## src/rtl/fifo_ctrl_pkg.sv

```systemverilog
// Shared defaults and helpers for the FIFO controller slice.
package fifo_ctrl_pkg;

    localparam int FIFO_DATA_WIDTH = 8;
    localparam int FIFO_ADDR_WIDTH = 4;
    localparam int FIFO_RAM_DEPTH  = 16;

    // Number of RAM entries addressable with aw address bits.
    function automatic int fifo_depth(input int aw);
        return 1 << aw;
    endfunction

endpackage

```

## src/rtl/fifo_ctrl_if.sv

```systemverilog
// Valid/ready word stream; master drives the word, slave answers with ready.
interface fifo_ctrl_if
    import fifo_ctrl_pkg::*;
#(
    parameter int DATA_WIDTH = FIFO_DATA_WIDTH
);
    logic                  valid;
    logic                  ready;
    logic [DATA_WIDTH-1:0] data;

    modport master (output valid, output data, input ready);
    modport slave  (input valid, input data, output ready);
endinterface

```

## src/rtl/fifo_ram.sv

```systemverilog
// Simple dual-port storage with registered read; a write aimed at the
// address being read in the same cycle is suppressed.
module fifo_ram
    import fifo_ctrl_pkg::*;
#(
    parameter int DATA_WIDTH = FIFO_DATA_WIDTH,
    parameter int RAM_DEPTH  = FIFO_RAM_DEPTH,
    parameter int ADDR_WIDTH = FIFO_ADDR_WIDTH
) (
    input  logic                  clk,
    input  logic                  w_en,
    input  logic [ADDR_WIDTH-1:0] w_addr,
    input  logic [DATA_WIDTH-1:0] w_data,
    input  logic                  r_en,
    input  logic [ADDR_WIDTH-1:0] r_addr,
    output logic [DATA_WIDTH-1:0] r_data
);
    logic [DATA_WIDTH-1:0] mem_reg [RAM_DEPTH];
    logic [DATA_WIDTH-1:0] r_data_reg;

    always_ff @(posedge clk) begin
        if (w_en && (w_addr != r_addr)) begin
            mem_reg[w_addr] <= w_data;
        end
        if (r_en) begin
            r_data_reg <= mem_reg[r_addr];
        end
    end

    assign r_data = r_data_reg;
endmodule

```

## src/rtl/fifo_top.sv

```systemverilog
// Thin wrapper pairing one fifo_ctrl with its fifo_ram storage.
module fifo_top
    import fifo_ctrl_pkg::*;
#(
    parameter int DATA_WIDTH = FIFO_DATA_WIDTH,
    parameter int RAM_DEPTH  = FIFO_RAM_DEPTH,
    parameter int ADDR_WIDTH = FIFO_ADDR_WIDTH
) (
    input  logic                clk,
    input  logic                rst_n,
    input  logic                flush,
    fifo_ctrl_if.slave          in_if,
    fifo_ctrl_if.master         out_if,
    output logic [ADDR_WIDTH:0] level,
    output logic                full,
    output logic                empty
);
    logic                  ram_w_en;
    logic [ADDR_WIDTH-1:0] ram_w_addr;
    logic [DATA_WIDTH-1:0] ram_w_data;
    logic                  ram_r_en;
    logic [ADDR_WIDTH-1:0] ram_r_addr;
    logic [DATA_WIDTH-1:0] ram_r_data;

    fifo_ctrl #(
        .DATA_WIDTH(DATA_WIDTH),
        .RAM_DEPTH (RAM_DEPTH),
        .ADDR_WIDTH(ADDR_WIDTH)
    ) u_ctrl (
        .clk       (clk),
        .rst_n     (rst_n),
        .flush     (flush),
        .in_if     (in_if),
        .out_if    (out_if),
        .level     (level),
        .full      (full),
        .empty     (empty),
        .ram_w_en  (ram_w_en),
        .ram_w_addr(ram_w_addr),
        .ram_w_data(ram_w_data),
        .ram_r_en  (ram_r_en),
        .ram_r_addr(ram_r_addr),
        .ram_r_data(ram_r_data)
    );

    fifo_ram #(
        .DATA_WIDTH(DATA_WIDTH),
        .RAM_DEPTH (RAM_DEPTH),
        .ADDR_WIDTH(ADDR_WIDTH)
    ) u_ram (
        .clk   (clk),
        .w_en  (ram_w_en),
        .w_addr(ram_w_addr),
        .w_data(ram_w_data),
        .r_en  (ram_r_en),
        .r_addr(ram_r_addr),
        .r_data(ram_r_data)
    );
endmodule

```

## src/rtl/fifo_ctrl.sv

```systemverilog
// FIFO controller: sequences fifo_ram into a first-word-fall-through
// valid/ready FIFO holding up to RAM_DEPTH+1 words.
module fifo_ctrl
    import fifo_ctrl_pkg::*;
#(
    parameter int DATA_WIDTH = FIFO_DATA_WIDTH,
    parameter int RAM_DEPTH  = FIFO_RAM_DEPTH,
    parameter int ADDR_WIDTH = FIFO_ADDR_WIDTH
) (
    input  logic                  clk,
    input  logic                  rst_n,
    input  logic                  flush,
    fifo_ctrl_if.slave            in_if,
    fifo_ctrl_if.master           out_if,
    output logic [ADDR_WIDTH:0]   level,
    output logic                  full,
    output logic                  empty,
    output logic                  ram_w_en,
    output logic [ADDR_WIDTH-1:0] ram_w_addr,
    output logic [DATA_WIDTH-1:0] ram_w_data,
    output logic                  ram_r_en,
    output logic [ADDR_WIDTH-1:0] ram_r_addr,
    input  logic [DATA_WIDTH-1:0] ram_r_data
);
    localparam logic [ADDR_WIDTH:0] DEPTH_L = (ADDR_WIDTH + 1)'(RAM_DEPTH);

    logic [ADDR_WIDTH-1:0] wr_ptr_reg, wr_ptr_next;
    logic [ADDR_WIDTH-1:0] rd_ptr_reg, rd_ptr_next;
    logic [ADDR_WIDTH:0]   count_reg, count_next;
    logic                  out_valid_reg, out_valid_next;

    logic in_ready;
    logic push;
    logic pop;
    logic fetch;

    // Capacity is judged on the RAM alone: refusing a push into a full RAM,
    // even while popping, keeps the write and read pointers apart.
    assign in_ready = !flush && (count_reg < DEPTH_L);
    assign push     = in_if.valid && in_ready;
    assign pop      = out_valid_reg && out_if.ready;
    assign fetch    = !flush && (count_reg != '0) && (!out_valid_reg || out_if.ready);

    assign in_if.ready  = in_ready;
    assign out_if.valid = out_valid_reg;
    assign out_if.data  = ram_r_data;

    assign ram_w_en   = push;
    assign ram_w_addr = wr_ptr_reg;
    assign ram_w_data = in_if.data;
    assign ram_r_en   = fetch;
    // Idle read address is parked on the complement of the write pointer so
    // the RAM never sees a same-address read while a word is written.
    assign ram_r_addr = fetch ? rd_ptr_reg : ~wr_ptr_reg;

    assign level = count_reg + {{ADDR_WIDTH{1'b0}}, out_valid_reg};
    assign full  = (count_reg == DEPTH_L);
    assign empty = (level == '0);

    always_comb begin
        wr_ptr_next    = wr_ptr_reg;
        rd_ptr_next    = rd_ptr_reg;
        count_next     = count_reg;
        out_valid_next = out_valid_reg;
        if (flush) begin
            wr_ptr_next    = '0;
            rd_ptr_next    = '0;
            count_next     = '0;
            out_valid_next = 1'b0;
        end else begin
            if (push) begin
                wr_ptr_next = wr_ptr_reg + ADDR_WIDTH'(1);
            end
            if (fetch) begin
                rd_ptr_next = rd_ptr_reg + ADDR_WIDTH'(1);
            end
            count_next = count_reg + {{ADDR_WIDTH{1'b0}}, push}
                                   - {{ADDR_WIDTH{1'b0}}, fetch};
            if (fetch) begin
                out_valid_next = 1'b1;
            end else if (pop) begin
                out_valid_next = 1'b0;
            end
        end
    end

    always_ff @(posedge clk or negedge rst_n) begin
        if (!rst_n) begin
            wr_ptr_reg    <= '0;
            rd_ptr_reg    <= '0;
            count_reg     <= '0;
            out_valid_reg <= 1'b0;
        end else begin
            wr_ptr_reg    <= wr_ptr_next;
            rd_ptr_reg    <= rd_ptr_next;
            count_reg     <= count_next;
            out_valid_reg <= out_valid_next;
        end
    end

    // Pointer wrap relies on the RAM depth being an exact power of two.
    always_ff @(posedge clk) begin
        assert (RAM_DEPTH == fifo_depth(ADDR_WIDTH))
            else $error("fifo_ctrl: RAM_DEPTH %0d is not 2**ADDR_WIDTH", RAM_DEPTH);
    end
endmodule

```

## src/flat_wrapper.sv

```systemverilog
// flat-port wrapper written by rule: the top's interface ports become plain ports
module fifo_top_flat import fifo_ctrl_pkg::*;
#(
    parameter int DATA_WIDTH = FIFO_DATA_WIDTH,
    parameter int RAM_DEPTH  = FIFO_RAM_DEPTH,
    parameter int ADDR_WIDTH = FIFO_ADDR_WIDTH
)
  (clk, rst_n, flush, level, full, empty, in_if_valid, in_if_data, in_if_ready, out_if_valid, out_if_data, out_if_ready);
  fifo_ctrl_if #(.DATA_WIDTH(DATA_WIDTH)) in_if_i ();
  fifo_ctrl_if #(.DATA_WIDTH(DATA_WIDTH)) out_if_i ();
  input  logic clk;
  input  logic rst_n;
  input  logic flush;
  output logic [ADDR_WIDTH:0] level;
  output logic full;
  output logic empty;
  input wire logic [$bits(in_if_i.valid)-1:0] in_if_valid;
  input wire logic [$bits(in_if_i.data)-1:0] in_if_data;
  output wire logic [$bits(in_if_i.ready)-1:0] in_if_ready;
  output wire logic [$bits(out_if_i.valid)-1:0] out_if_valid;
  output wire logic [$bits(out_if_i.data)-1:0] out_if_data;
  input wire logic [$bits(out_if_i.ready)-1:0] out_if_ready;
  assign in_if_i.valid = in_if_valid;
  assign in_if_i.data = in_if_data;
  assign in_if_ready = in_if_i.ready;
  assign out_if_valid = out_if_i.valid;
  assign out_if_data = out_if_i.data;
  assign out_if_i.ready = out_if_ready;
  fifo_top #(.DATA_WIDTH(DATA_WIDTH), .RAM_DEPTH(RAM_DEPTH), .ADDR_WIDTH(ADDR_WIDTH)) u_core (.clk(clk), .rst_n(rst_n), .flush(flush), .in_if(in_if_i), .out_if(out_if_i), .level(level), .full(full), .empty(empty));
endmodule
```

## config.mk

```make
export PLATFORM = sky130hd
export DESIGN_NAME = fifo_top_flat
export DESIGN_NICKNAME = d
export VERILOG_FILES = /design/src/rtl/fifo_ctrl_pkg.sv /design/src/rtl/fifo_ctrl_if.sv /design/src/rtl/fifo_ram.sv /design/src/rtl/fifo_top.sv /design/src/rtl/fifo_ctrl.sv /design/src/flat_wrapper.sv
export SDC_FILE = /design/constraint.sdc
export NUM_CORES = 1
export LEC_CHECK = 0
export ABC_AREA = 1
export CORE_UTILIZATION = 38
export CTS_CLUSTER_DIAMETER = 200
export CTS_CLUSTER_SIZE = 40
export DETAILED_ROUTE_END_ITERATION = 8
export MAX_ROUTING_LAYER = met4
export PLACE_DENSITY_LB_ADDON = 0.05
export SYNTH_ARGS = -nofsm -noshare
export SYNTH_HDL_FRONTEND = slang
export SYNTH_SLANG_ARGS = --single-unit
```

## constraint.sdc

```tcl
create_clock -name clk -period 2.3 [get_ports clk]
set_input_delay 0.69 -clock clk [delete_from_list [all_inputs] [get_ports clk]]
set_output_delay 0.69 -clock clk [all_outputs]
set_load 0.01 [all_outputs]
```

Yosys cells after proc, flatten, opt, wreduce, memory -nomap -nowiden
Memory sizes are Yosys's and may differ from the RTL's. A register that Yosys moved wholly into a read port is not among the register bits.
Index checks and enable logic that the tools add are counted.
Word-level totals
  flip-flop bits (word level): 14
  bits in latches: 0
  bits in writable memories: 128
  bits in read-only memories: 0
  input port bits: 13
  memories: 1
Memories
  u_core.u_ram.mem_reg: words 16, width 8, rd ports 1, clocked after Yosys merged registers in 1, write ports 1, line fifo_ram.sv:18  | logic [DATA_WIDTH-1:0] mem_reg [RAM_DEPTH];
Operators by class
  add/sub/neg operators: 5
  multipliers: 0
  div/mod/pow operators: 0
  magnitude comparators: 1
  equality and inequality tests: 2
  shift operators: 0
  multiplexer cells: 11
  bitwise operators: 1
  reduce and logical (&&, ||, !) cells: 14
Operator list (count)
  $mux W4: 5
  $add A5 B1 Y5: 2
  $add A4 B1 Y4 const B: 2
  $logic_and A1 B1 Y1: 6
  $eq A5 B5 Y1 const B: 1
  $logic_not A5 Y1: 1
  $lt A5 B5 Y1 const B: 1
  $mux W1: 5
  $mux W5: 1
  $reduce_bool A5 Y1: 1
  $sub A5 B1 Y5: 1
  $ne A4 B4 Y1: 1
  $not A4 Y4: 1
  $reduce_bool A2 Y1: 2
  $reduce_bool A3 Y1: 1
  $logic_not A1 Y1: 2
  $logic_or A1 B1 Y1: 1

Longest topological paths before layout
Gate-level depths: netlist (run 1).
  depth in word-level cells: 8
  depth in mapped cells: 16
  depth with buffers taken out: 16

Hierarchy
A second synthesis (run 1) with hierarchy kept.
Second synthesis, totals
  cell total of the unflattened synthesis: 730
  area total of the unflattened synthesis: 7223.2 µm²
By module, submodules not included
  fifo_ram: instances 1, cells each 579, area an instance 6018.3 µm², seq. area each 4083.9 µm²
  fifo_ctrl: instances 1, cells each 151, area an instance 1204.9 µm², seq. area each 350.3 µm²

Worst setup path before layout (run 1)
OpenSTA, ideal clock, no wires.
  path type: input-to-reg
  start point: in flush
  end point: reg u_core.u_ctrl.count_reg[4]
  arrival time: 2.403 ns
  data required time: 2.178 ns
  setup slack: -0.226 ns
  stages: 15
  buffers on the path: 1
  cells stage by stage: buf_2 a21oi_4 nand2_4 nor2_1 inv_1 o21ai_0 ha_1 inv_1 fa_1 inv_1 a21oi_1 nor2_1 nor2_1 xor2_1 nor2_1
On the way
  longest elaborated chain between the ends: 6
  elaborated cells on any way between the ends: 8
  classes of those cells: add/sub (2); mux (1); reduce/logical (5)
Ends and longest elaborated chain
  start: declaration: line flat_wrapper.sv:13  | input logic flush;
  $logic_not A1 Y1: line fifo_ctrl.sv:39, fifo_ctrl.sv:42
  $logic_and A1 B1 Y1: line fifo_ctrl.sv:39  | assign in_ready = !flush && (count_reg < DEPTH_L);
  $logic_and A1 B1 Y1: line fifo_ctrl.sv:40  | assign push = in_if.valid && in_ready;
  $add A5 B1 Y5: line fifo_ctrl.sv:77  | count_next = count_reg + {{ADDR_WIDTH{1'b0}}, push}
  $sub A5 B1 Y5: line fifo_ctrl.sv:78  | - {{ADDR_WIDTH{1'b0}}, fetch};
  $mux W5 *: line fifo_ctrl.sv:65  | if (flush) begin
  via u_core.u_ctrl.count_next[4]: line fifo_ctrl.sv:29  | logic [ADDR_WIDTH:0] count_reg, count_next;
  end signal: assignment: line fifo_ctrl.sv:96  | count_reg <= count_next;
  end: declaration: line fifo_ctrl.sv:29
The timed path passes the listed nets; every way through them passes the cells marked *.
A chain may end at the register's enable or synchronous reset.

Worst setup path after layout (run 1)
  start point: reg u_core.u_ctrl.out_valid_reg, in the netlist u_core.u_ctrl.out_if.valid
  end point: out empty
On the way
  longest elaborated chain between the ends: 2
Ends and longest elaborated chain
  start: declaration: line fifo_ctrl.sv:30  | logic out_valid_reg, out_valid_next;
  start signal: assignment: line fifo_ctrl.sv:97  | out_valid_reg <= out_valid_next;
  $add A5 B1 Y5: line fifo_ctrl.sv:56  | assign level = count_reg + {{ADDR_WIDTH{1'b0}}, out_valid_reg};
  $logic_not A5 Y1: line fifo_ctrl.sv:58  | assign empty = (level == '0);
  end: declaration: line flat_wrapper.sv:16  | output logic empty;
No other way between the ends.

==> impl_metrics.json, run 1 <==
{
  "drt_iter0_markers": 313,
  "hpwl_um": 11800,
  "ant_nets": 0,
  "via_per_inst": 5.02,
  "grt_use_total_pct": 21.1,
  "cts_tree": "built",
  "slowest_delay_ps": 390,
  "rr_startpoint": "u_core.u_ctrl.out_if.valid",
  "first_pass_iters": 5,
  "seq_area_frac_synth_pct": 63.5,
  "rows": 49,
  "start_util_pct": 38.9,
  "cp-start-kind": "flop",
  "cp_slowest_cell": "dfrtp_1",
  "grt_pass1_vias": 5076,
  "end_kind": "primary output",
  "fin_crit_ps": 2460,
  "synth_top_family_by_area": "simple AND/OR/NAND/NOR gates",
  "ys_types": 30,
  "core_sq_mm": 0.0180,
  "grt_first_pass_wirelength_um": 27800,
  "power.leakage_nw": 3.84,
  "cts_root_buf": "clkbuf_16",
  "clk_latency_ps": 420,
  "drive_above_1_share_pct": 28.6,
  "synth-seq-cells": 150,
  "synthAdderAreaFrac_pct": 2.80,
  "critPathTopFamily": "flip-flops",
  "synth.avg_cell_area_sq_um": 10.4,
  "failed_checks": "setup timing",
  "maxCapViolations": 0,
  "yosysWarningCount": 0,
  "synthSimpleGateAreaFrac_pct": 23.4,
  "tightest_slew_ps": 702,
  "synthMuxAreaShare_pct": 0,
  "synth_fp_nets": 698,
  "grt_overflow_total": 0,
  "finalNonFillerCells": 1020,
  "yosysTopAreaCellShare_pct": 58.5,
  "clk_pin_slew_ps": 60,
  "worstPathArrival_ps": 1770,
  "die_h_um": 138,
  "ioPinCount": 30,
  "worst_slack_ps": -159,
  "wl_um": 18400,
  "status": "finished with violations",
  "crit_fanout": 2,
  "setup_viol": 105,
  "io_buffers": 29,
  "cp_num_buf_inv": 1,
  "gp_congestion": 0.836,
  "dpl.cell_count": 963,
  "cp_cell_sequence": "ha_2 -> ha_4 -> xor2_2 -> nor3_2 -> nand2_1 -> nor2_1 -> buf_2",
  "synth_xor_area_share_pct": 0.627,
  "wl_per_cell_um": 18.1,
  "netlist_area_sq_mm": 0.00698,
  "ir_worst_vdd_v": 0.000644,
  "synth_top_cell_by_area": "edfxtp_1",
  "finalPower_mw": 11.2,
  "antenna_found_initial": 0,
  "area_growth_pct": 35.9,
  "diodes": 0,
  "worstPathRequired_ps": 1610,
  "grt_max_degree": 37,
  "final_hold_viol_count": 0,
  "vias": 5122,
  "hp-class": "flop to flop",
  "synth-compound-area-share_pct": 2.29,
  "finalCritPeriodShare_pct": 107,
  "holdCritStartpoint": "u_core.u_ctrl.rd_ptr_reg[3]",
  "clkSinkCount": 150,
  "final_nets": 807,
  "clock.fmax_ghz": 0.407,
  "dieArea_sq_mm": 0.0189,
  "clock_path_buffers": 2,
  "cts.htree.levels": 4,
  "remaining_drc_errors": 0,
  "slew_viol_final": 0,
  "clock_skew_ps": 9.65,
  "worstSetupStartpoint": "u_core.u_ctrl.out_if.valid",
  "syn_inst": 670,
  "relSlewSlack_pct": 53.0,
  "rsz0062_at_grt": "yes",
  "p_per_area_mw_per_mm2": 1180,
  "cts_made_buffers": 17,
  "nFillCells": 1569,
  "die_w_um": 138,
  "largest_reg_flops": 128,
  "criticalPathCategory": "flop to primary output",
  "synth_area_leaders": "edfxtp_1, nand2_1, nand3_1",
  "postCtsHoldBufs": 0
}
final cells by class:
type	instances	area, sq um	share of cell area (%)
multi-input cells	413	2560	27.0
flip-flops and latches	150	4440	46.7
clock inverters	13	203	2.14
clock buffers	18	429	4.52
well taps	229	287	3.02
inverters	76	295	3.11
repair buffers	121	1270	13.4
power breakdown:
| group | internal [mW] | switching [mW] | total, mW |
|---|---|---|---|
| Combinational | 2.09 | 2.77 | 4.87 |
| Clock | 1.91 | 1.10 | 3.01 |
| Sequential | 3.20 | 0.104 | 3.30 |
layout by cell type (no fill, tap or decap), types with 3 or more instances in the layout:
cell type and n:
nor2_1 16, nand3_1 94, dfrtp_1 13, inv_2 5
buf_6 13, clkbuf_16 19, nand2_2 15, inv_1 69
nor2_4 18, edfxtp_1 136, inv_6 4, buf_12 17
nand2_8 3, ha_1 10, o21ai_1 3, dlygate4sd2_1 6
nand3_4 4, nand2_1 160, bufinv_16 5, clkinvlp_4 3
nand2_4 5, nand3_2 33, o21ai_2 3, buf_4 58
o21ai_0 6, buf_2 3, a21oi_1 7, clkdlybuf4s50_1 19
nand3b_1 16, buf_8 3
layer usage:
layer | GRT usage, % | wire length [um] | vias up
met5 | - | 0 | -
met2 | 32.8 | 9010 | 116
met4 | 7.88 | 347 | 0
li1 | - | - | 2474
met3 | 3.79 | 713 | 22
met1 | 27.4 | 8360 | 2510
worst register-to-register path, cell delays in order, from the launching register on:
cell and delay (ps):
dfrtp_1 390, buf_4 140, buf_6 110, a21oi_4 250, buf_6 140, buf_6 100
nand2_8 60, o21ai_2 120, o21ai_1 90, nor2_1 130, nand2_2 130, nand2_8 130
buf_8 140, nor2_4 50, buf_12 130
logic make-up after synthesis:
logic type	count (synthesis)
and+or+nand+nor	366
AOI/OAI and AO/OA	26
xor gates and xnor gates	5
buffers and inverters	108
adders and majority gates	15
DFF	150
what timing repair did:
| item | 4_1_cts | 5_1_grt |
|---|---|---|
| endpoints found under the setup margin | 146 | 126 |
| gates cloned | 1 | 3 |
| setup buffers | 9 | 17 |
| resized for setup | 41 | 93 |
| pin swaps | 15 | 36 |
metrics by stage:
step,hold slack [ps],TNS [ps],area [sq um],worst slack (ps),utilization [%]
final,475,-3940,9490,-159,52.8
after global routing,499,-13840,9490,-273,52.8
after CTS,473,-260,8900,-203,49.5
after detailed placement,462,-82640,8110,-679,45.1
after global placement,453,-82100,8110,-639,45.1
after floorplan,394,-2470,7090,-114,-
cell usage after synthesis:
cell type	count
buf_2	14
buf_4	9
nor3_1	2
a22oi_1	1
a21oi_1	7
o21a_1	1
inv_1	74
inv_4	2
nor2_2	1
o21ai_1	2
nand2_4	2
clkbuf_1	2
o21ai_0	10
o21ai_2	2
nand2_1	177
nand3b_1	16
xor2_1	4
xnor2_1	1
nand3_1	129
a22o_1	1
edfxtp_1	136
nand2_2	3
fa_1	1
a211oi_1	1
buf_6	7
ha_1	14
nor2_1	34
nand3_2	2
a21oi_4	1
dfrtp_1	14
path summary, 6_finish.rpt:
kind                                                     to  slack (ps)  cells past startpoint
worst max-delay path                                  empty        -160                      7
worst min-delay path            u_core.u_ctrl.rd_ptr_reg[3]         480                      1
worst max register to register   u_core.u_ram.mem_reg[1][2]         -70                     14
worst min register to register  u_core.u_ctrl.rd_ptr_reg[3]         480                      1
max in group asynchronous        u_core.u_ctrl.count_reg[1]        1530                      2
min in group asynchronous        u_core.u_ctrl.count_reg[3]         580                      2
Power figures use the tool's default switching activity.
==> run 2, diff against run 1 <==
DONT_BUFFER_PORTS = 1   (was default)
==> impl_metrics.json, run 2 (synthesis results as in run 1) <==
{
  "antenna_found_initial": 0,
  "worstPathArrival_ps": 1730,
  "rr_startpoint": "u_core.u_ctrl.count_reg[0]",
  "fin_crit_ps": 2420,
  "vias": 5023,
  "wl_per_cell_um": 19.1,
  "final_nets": 770,
  "area_growth_pct": 29.9,
  "die_w_um": 138,
  "clock.fmax_ghz": 0.413,
  "layout_commonest_cell": "nand2_1",
  "crit_fanout": 2,
  "clkSinkCount": 150,
  "setup_viol": 75,
  "slowest_delay_ps": 400,
  "tightest_slew_ps": 701,
  "cts_tree": "built",
  "core_sq_mm": 0.0180,
  "grt_overflow_total": 0,
  "largest_reg_flops": 128,
  "clock_path_buffers": 2,
  "final_cell_mix": "nand2_1, edfxtp_1, nand3_1",
  "diodes": 0,
  "wl_um": 18800,
  "holdWs_ps": 326,
  "cts_made_buffers": 17,
  "remaining_drc_errors": 0,
  "relSlewSlack_pct": 53.1,
  "ir_worst_vdd_v": 0.000587,
  "finalPower_mw": 10.5,
  "power.leakage_nw": 3.64,
  "p_per_area_mw_per_mm2": 1160,
  "finalCritPeriodShare_pct": 105,
  "io_buffers": 0,
  "cts_root_buf": "clkbuf_16",
  "ant_nets": 0,
  "cp_cell_sequence": "ha_2 -> ha_4 -> nand2_1 -> xor2_2 -> nand2_2 -> nor2_4",
  "worstSetupStartpoint": "u_core.u_ctrl.count_reg[0]",
  "hp-class": "input port to flop",
  "cts.htree.levels": 4,
  "final_area_sq_mm": 0.00907,
  "drt_iter0_markers": 290,
  "cp_slowest_cell": "dfrtp_1",
  "dieArea_sq_mm": 0.0189,
  "via_per_inst": 5.10,
  "status": "finished with violations",
  "slew_viol_final": 0,
  "grt_pass1_vias": 4887,
  "clock_skew_ps": 7.28,
  "rows": 49,
  "final_hold_viol_count": 0,
  "drive_above_1_share_pct": 26.2,
  "placed_area_sq_mm": 0.00776,
  "grt_max_degree": 46,
  "hpwl_um": 11600,
  "failed_checks": "setup timing",
  "fin_util_pct": 50.5,
  "grt_use_total_pct": 21.1,
  "tns_ps": -1320,
  "cp-start-kind": "flop",
  "end_kind": "primary output",
  "clk_pin_slew_ps": 60,
  "ioPinCount": 30,
  "gp_congestion": 0.836,
  "start_util_pct": 38.9,
  "worst_slack_ps": -124,
  "die_h_um": 138,
  "maxCapViolations": 0,
  "clk_latency_ps": 420,
  "grt_first_pass_wirelength_um": 27700,
  "first_pass_iters": 5,
  "criticalPathCategory": "flop to primary output",
  "rsz0062_at_grt": "yes",
  "holdCritStartpoint": "flush",
  "worstPathRequired_ps": 1610
}
[run 2: cell types whose count changed in the layout (fill, tap and decap cells not counted), sizes merged]
cell / before / now
clkdlybuf4s50: 19 / 0
dlygate4sd3: 0 / 1
buf: 94 / 78
inv: 78 / 77
clkinv: 3 / 6
clkinvlp: 3 / 5
clkbuf: 20 / 24
dlygate4sd2: 6 / 0
bufinv: 5 / 1
[run 2: final timing paths]
check / slack [ps] / cells after the start / to
max: -120 / 6 / empty
min: 330 / 1 / u_core.u_ctrl.count_reg[4]
max reg2reg: -30 / 14 / u_core.u_ram.mem_reg[4][6]
min reg2reg: 470 / 1 / u_core.u_ctrl.rd_ptr_reg[3]
max in group asynchronous: 1100 / 1 / u_core.u_ctrl.ram_w_addr[3]
min in group asynchronous: 760 / 1 / u_core.u_ctrl.count_reg[2]
[run 2: cell type report]
type / instances / area [sq um]
inverter: 76 / 290
clock buffer: 19 / 433
tap: 229 / 287
clock inverter: 13 / 108
timing repair buffer: 84 / 1040
fill: 1640 / 8900
multi-input combinational: 413 / 2480
sequential: 150 / 4430
[run 2: timing repair]
action,4_1_cts,5_1_grt
gates resized for setup,11,87
setup buffers,5,19
endpoints found under the hold margin,14,0
hold buffers,1,0
cloned,1,5
pin swaps,8,30
setup endpoints to repair,106,141
[run 2: report_power, final]
| part | internal, mW | total (mW) | leakage, nW | switching (mW) |
|---|---|---|---|---|
| logic | 1.96 | 4.59 | 1.98 | 2.63 |
| clock network | 1.47 | 2.56 | 0.250 | 1.08 |
| registers | 3.20 | 3.34 | 1.41 | 0.133 |
| total | 6.64 | 10.5 | 3.64 | 3.85 |
[run 2: critical path: cells and delay by family, from the launching register on]
family	cells	cell delay, ps
xor+xnor	1	200
fa+ha+maj	2	390
flops	1	400
simple gates	3	320
[run 2: stage by stage]
step                      std cells  setup WS [ps]
after floorplan                 670           -114
after global placement          922           -150
after detailed placement        922           -167
after CTS                       961           -201
after global routing            984           -198
final                           984           -124
[run 2: layer usage]
metal,global-route usage (%),share of wire [%]
met5,-,0
met4,6.04,1.3
met3,4.56,4.7
met2,33.4,49
met1,27.2,45
